===== src/rtl/julia_iter_seq.sv =====
// Julia iteration sequencer: drives a single-step z^2+c calculator
// until escape, iteration cap or calculator timeout.
module julia_iter_seq #(
  parameter int MAX_ITER    = 255,
  parameter int ITER_W      = 8,
  parameter int ESC_LIMIT   = 4194304,
  parameter int RSP_TIMEOUT = 64
) (
  input  logic                clk,
  input  logic                rst_n,
  input  logic                start,
  input  logic                abort,
  input  logic signed [31:0]  x0,
  input  logic signed [31:0]  y0,
  input  logic signed [31:0]  cr,
  input  logic signed [31:0]  ci,
  output logic                busy,
  output logic                done,
  output logic [ITER_W-1:0]   iter_cnt,
  output logic                escaped,
  output logic                err,
  output logic                calc_en,
  output logic signed [31:0]  calc_x,
  output logic signed [31:0]  calc_y,
  output logic signed [31:0]  calc_cr,
  output logic signed [31:0]  calc_ci,
  input  logic                calc_done,
  input  logic signed [31:0]  calc_xn,
  input  logic signed [31:0]  calc_yn,
  input  logic signed [31:0]  calc_mag
);

  localparam int TW = $clog2(RSP_TIMEOUT + 1);
  localparam logic signed [31:0] ESC = ESC_LIMIT;
  localparam logic [TW-1:0] TMO_LAST = TW'(RSP_TIMEOUT - 1);
  localparam logic [ITER_W-1:0] CAP = ITER_W'(MAX_ITER);

  typedef enum logic [1:0] {
    IDLE,
    REQ,
    REL,
    FIN
  } state_t;

  state_t              state;
  logic [ITER_W-1:0]   cnt;
  logic [TW-1:0]       tmo;
  logic signed [31:0]  xn_q;
  logic signed [31:0]  yn_q;
  logic signed [31:0]  mag_q;
  logic                esc_hit;
  logic                at_cap;

  // Negative magnitude means the calculator overflowed: treat as escape.
  assign esc_hit = (mag_q > ESC) || mag_q[31];
  assign at_cap  = (cnt == CAP);

  // Job sequencer with all outputs registered.
  always_ff @(posedge clk or negedge rst_n) begin
    if (!rst_n) begin
      state    <= IDLE;
      busy     <= 1'b0;
      done     <= 1'b0;
      iter_cnt <= '0;
      escaped  <= 1'b0;
      err      <= 1'b0;
      calc_en  <= 1'b0;
      calc_x   <= '0;
      calc_y   <= '0;
      calc_cr  <= '0;
      calc_ci  <= '0;
      cnt      <= '0;
      tmo      <= '0;
      xn_q     <= '0;
      yn_q     <= '0;
      mag_q    <= '0;
    end else begin
      done <= 1'b0;
      if (abort && state != IDLE) begin
        state   <= IDLE;
        busy    <= 1'b0;
        calc_en <= 1'b0;
      end else begin
        unique case (state)
          IDLE: begin
            if (start && !abort) begin
              calc_x   <= x0;
              calc_y   <= y0;
              calc_cr  <= cr;
              calc_ci  <= ci;
              cnt      <= '0;
              tmo      <= '0;
              iter_cnt <= '0;
              escaped  <= 1'b0;
              err      <= 1'b0;
              busy     <= 1'b1;
              calc_en  <= 1'b1;
              state    <= REQ;
            end
          end
          REQ: begin
            if (calc_done) begin
              xn_q    <= calc_xn;
              yn_q    <= calc_yn;
              mag_q   <= calc_mag;
              cnt     <= cnt + 1'b1;
              calc_en <= 1'b0;
              state   <= REL;
            end else if (tmo == TMO_LAST) begin
              calc_en  <= 1'b0;
              err      <= 1'b1;
              escaped  <= 1'b0;
              iter_cnt <= cnt;
              done     <= 1'b1;
              busy     <= 1'b0;
              state    <= FIN;
            end else begin
              tmo <= tmo + 1'b1;
            end
          end
          REL: begin
            if (esc_hit || at_cap) begin
              escaped  <= esc_hit;
              iter_cnt <= cnt;
              done     <= 1'b1;
              busy     <= 1'b0;
              state    <= FIN;
            end else begin
              calc_x  <= xn_q;
              calc_y  <= yn_q;
              tmo     <= '0;
              calc_en <= 1'b1;
              state   <= REQ;
            end
          end
          FIN: begin
            state <= IDLE;
          end
          default: state <= IDLE;
        endcase
      end
    end
  end

endmodule


===== config.mk =====
export PLATFORM = sky130hd
export DESIGN_NAME = julia_iter_seq
export DESIGN_NICKNAME = d
export VERILOG_FILES = /design/src/rtl/julia_iter_seq.sv
export SDC_FILE = /design/constraint.sdc
export NUM_CORES = 1
export LEC_CHECK = 0
export ABC_AREA = 1
export CAP_MARGIN = 10
export CELL_PAD_IN_SITES_DETAIL_PLACEMENT = 0
export CELL_PAD_IN_SITES_GLOBAL_PLACEMENT = 2
export CORE_ASPECT_RATIO = 0.7
export CORE_MARGIN = 10
export CORE_UTILIZATION = 30
export DETAILED_ROUTE_END_ITERATION = 7
export GPL_TIMING_DRIVEN = 0
export PLACE_DENSITY_LB_ADDON = 0.3
export SETUP_SLACK_MARGIN = 0.2
export SLEW_MARGIN = 40
export SYNTH_ARGS = -nofsm -noshare
export SYNTH_HDL_FRONTEND = slang
export SYNTH_SLANG_ARGS = --single-unit

===== constraint.sdc =====
create_clock -name clk -period 3.7 [get_ports clk]
set_clock_uncertainty 0.2 [all_clocks]
set_input_delay 0.74 -clock clk [delete_from_list [all_inputs] [get_ports clk]]
set_output_delay 0.74 -clock clk [all_outputs]
set_load 0.05 [all_outputs]

==> impl_metrics.ini <==
[outcome]
status = finished, final reports clean

[timing]
worst_slack_ns = 0.933
relSlewSlack_pct = 53.7
fmax_mhz = 361
period_minus_slack_ns = 2.77
hold_viol = 0
maxSlewViolCount = 0
holdWs_ns = 0.273
tightest_slew_ns = 0.694
timing.final.crit_share_pct = 74.8
finalSetupViolations = 0
rsz0062_at_grt = no
tns_ns = 0

[worst_setup_path]
crit_fanout = 10
required_ns = 4.00
worstSetupStartpointType = flip-flop
arrival_ns = 3.06
critPathCaptureType = flip-flop
critical_path_class = reg -> reg
r2r_cells = 8

[yosys]
synth_top_cell_area_share_pct = 57.3
synthesis.nets = 1305
synthTopCellsByCount = 393 x nand2_1, 254 x dfrtp_1, 159 x mux2_2, 50 x o21ai_1, 38 x nor2_1
syn_area_mm2 = 0.0111
netlist.top_cell.by_area = dfrtp_1
yosysWarningCount = 0
synthCells = 1070
synth_edf_count = 0
synthFlopType = dfrtp_1
yosysMostFrequentCell = nand2_1
synth.area.top_cells = dfrtp_1 57%, mux2_2 16%, nand2_1 13%
yosys_register_bits = 254
ys_seq_area_share_pct = 57.3
syn-mean-instance-area_um2 = 10.4
async_flop_share_pct = 100
synth_cell_types = 38

[placed_design]
dp.final_hpwl_mm = 29.7
port_buffers = 369
dp_cells = 1923
place_congestion = 0.792
dp_slack_ns = 0.494

[clocking]
clockRootBuffer = clkbuf_16
hold_buffers = 1
cts.path.max_buffers = 3
postCtsResizedCells = 0
postCtsSetupBuffers = 0
cts_tree = done
cts_sinks = 254
cts_buffers = 28
clock_latency_ns = 0.56
clk_pin_slew_ns = 0.06
htreeDepth = 1

[routing]
postRouteAntennaNets = 0
drtIter0Drc = 437
post-route-drc-count = 0
routed_wl_mm = 38.6
wire_per_inst_um = 19.5
vias = 8766
first_pass_iters = 4
viasPerCell = 4.43

[cells_and_area]
instances_no_fill = 1979
area_growth_syn_to_layout_pct = 48.8
n_fill_cell = 3446
drive_above_1_share_pct = 17.8
nets = 1709

[floorplanning]
dieArea_mm2 = 0.0452
start_util_pct = 30.6
fp.dieH_um = 181
rows = 58
ios = 370
core_mm2 = 0.0362
die_w_um = 250

[job]
cap_violations = 0

[grt]
antenna_found_initial = 9
grt_pass1_vias = 9286
grt_max_degree = 64
grt_usage_pct = 16.7
grt_overflow = 0
grt_pass1_wl_mm = 58.8

[hold_path]
hold_path.class = reg -> reg
hold_depth = 2

[pwr]
leakagePower_nw = 7.46
pwr_density_cell_mw_per_mm2 = 944
ir_worst_vdd_uv = 645
[power by group]
part | switching [W] | internal, W | leakage, nW
registers | 0.000657 | 0.00408 | 3.11
clock network | 0.00118 | 0.00184 | 0.481
logic | 0.00497 | 0.00286 | 3.87
total | 0.00681 | 0.00878 | 7.46
[placed cells by master, fill, tap and decap left out, types with 3 or more instances in the layout]
| cell type | instances |
|---|---|
| buf_2 | 17 |
| buf_16 | 4 |
| nand2_1 | 393 |
| buf_4 | 4 |
| nor2_1 | 38 |
| nand3b_1 | 8 |
| inv_1 | 14 |
| a21oi_1 | 12 |
| diode_2 | 5 |
| o21ai_0 | 26 |
| clkinv_2 | 5 |
| mux2_2 | 159 |
| o21ai_1 | 50 |
| nand2_2 | 4 |
| inv_2 | 9 |
| nand4_1 | 5 |
| clkbuf_16 | 29 |
| nand3_1 | 13 |
| buf_6 | 11 |
| dfrtp_1 | 254 |
| xor2_1 | 5 |
| clkbuf_1 | 25 |
| bufinv_16 | 5 |
| clkdlybuf4s50_1 | 368 |
| ha_1 | 6 |
| clkbuf_8 | 3 |
[worst paths after layout]
kind                                 startpoint                endpoint  slack [ns]
setup / recovery           state[1]$_DFFE_PN0P_  calc_x[25]$_DFFE_PN0P_        0.93
hold / removal              calc_en$_DFFE_PN0P_     calc_en$_DFFE_PN0P_        0.27
setup reg to reg           state[1]$_DFFE_PN0P_  calc_x[25]$_DFFE_PN0P_        0.93
hold reg to reg             calc_en$_DFFE_PN0P_     calc_en$_DFFE_PN0P_        0.27
max in group asynchronous                 rst_n  calc_ci[5]$_DFFE_PN0P_        1.62
min in group asynchronous                 rst_n     xn_q[0]$_DFFE_PN0P_        0.46
[kinds of logic (layout without fill, tap and decap cells)]
| group | count (synthesis) | after routing | synth area share [%] |
|---|---|---|---|
| mux | 159 | 159 | 16.1 |
| fa+ha+maj | 6 | 6 | 0.676 |
| compound gates | 92 | 92 | 4.26 |
| xor+xnor | 5 | 5 | 0.395 |
| buf+inv | 79 | 503 | 3.89 |
| flops | 254 | 254 | 57.3 |
| simple gates | 475 | 475 | 17.4 |
| other cells | 0 | 5 | 0 |
[final cells by class]
cell class                      count  area (um2)  share of cell area (%)
Buffer                             54         333                    2.02
Sequential cell                   254        6360                    38.5
Tap cell                          480         601                    3.64
Clock inverter                     12         191                    1.16
Multi-Input combinational cell    737        4310                    26.1
Antenna cell                        5        12.5                  0.0758
Clock buffer                       38         790                    4.78
Timing Repair Buffer              374        3820                    23.1
Inverter                           25        98.8                   0.599
[registers in the layout, indices dropped and copies added (netlist names), 7 cells and up]
register / flops
calc_x: 32
calc_cr: 32
xn_q: 32
mag_q: 32
calc_ci: 32
calc_y: 32
iter_cnt: 8
tmo: 7
yn_q: 32
cnt: 8
[critical path: stages (launching register included)]
cell      delay (ns)
dfrtp_1         0.44
inv_1           0.11
ha_1            0.18
buf_4           0.16
o21ai_0         0.44
buf_2           0.41
clkbuf_1        0.52
o21ai_1         0.16
nand2_1         0.08
[metrics by stage]
step	power [W]	area (um2)	util [%]
floorplan	0.00980	11100	-
global placement	0.0126	15400	42.5
finish	0.0156	16500	45.6
CTS	0.0158	16500	45.6
global route	0.0165	16500	45.6
detailed placement	0.0127	15500	42.8
[routing by layer]
layer | GRT usage [%] | share of wire (%)
met1 | 21.9 | 45
met2 | 26.7 | 46
met3 | 5.09 | 7.0
met4 | 3.19 | 1.7
met5 | 0 | 0.20
Note: power is estimated with default switching activity, not from simulation.
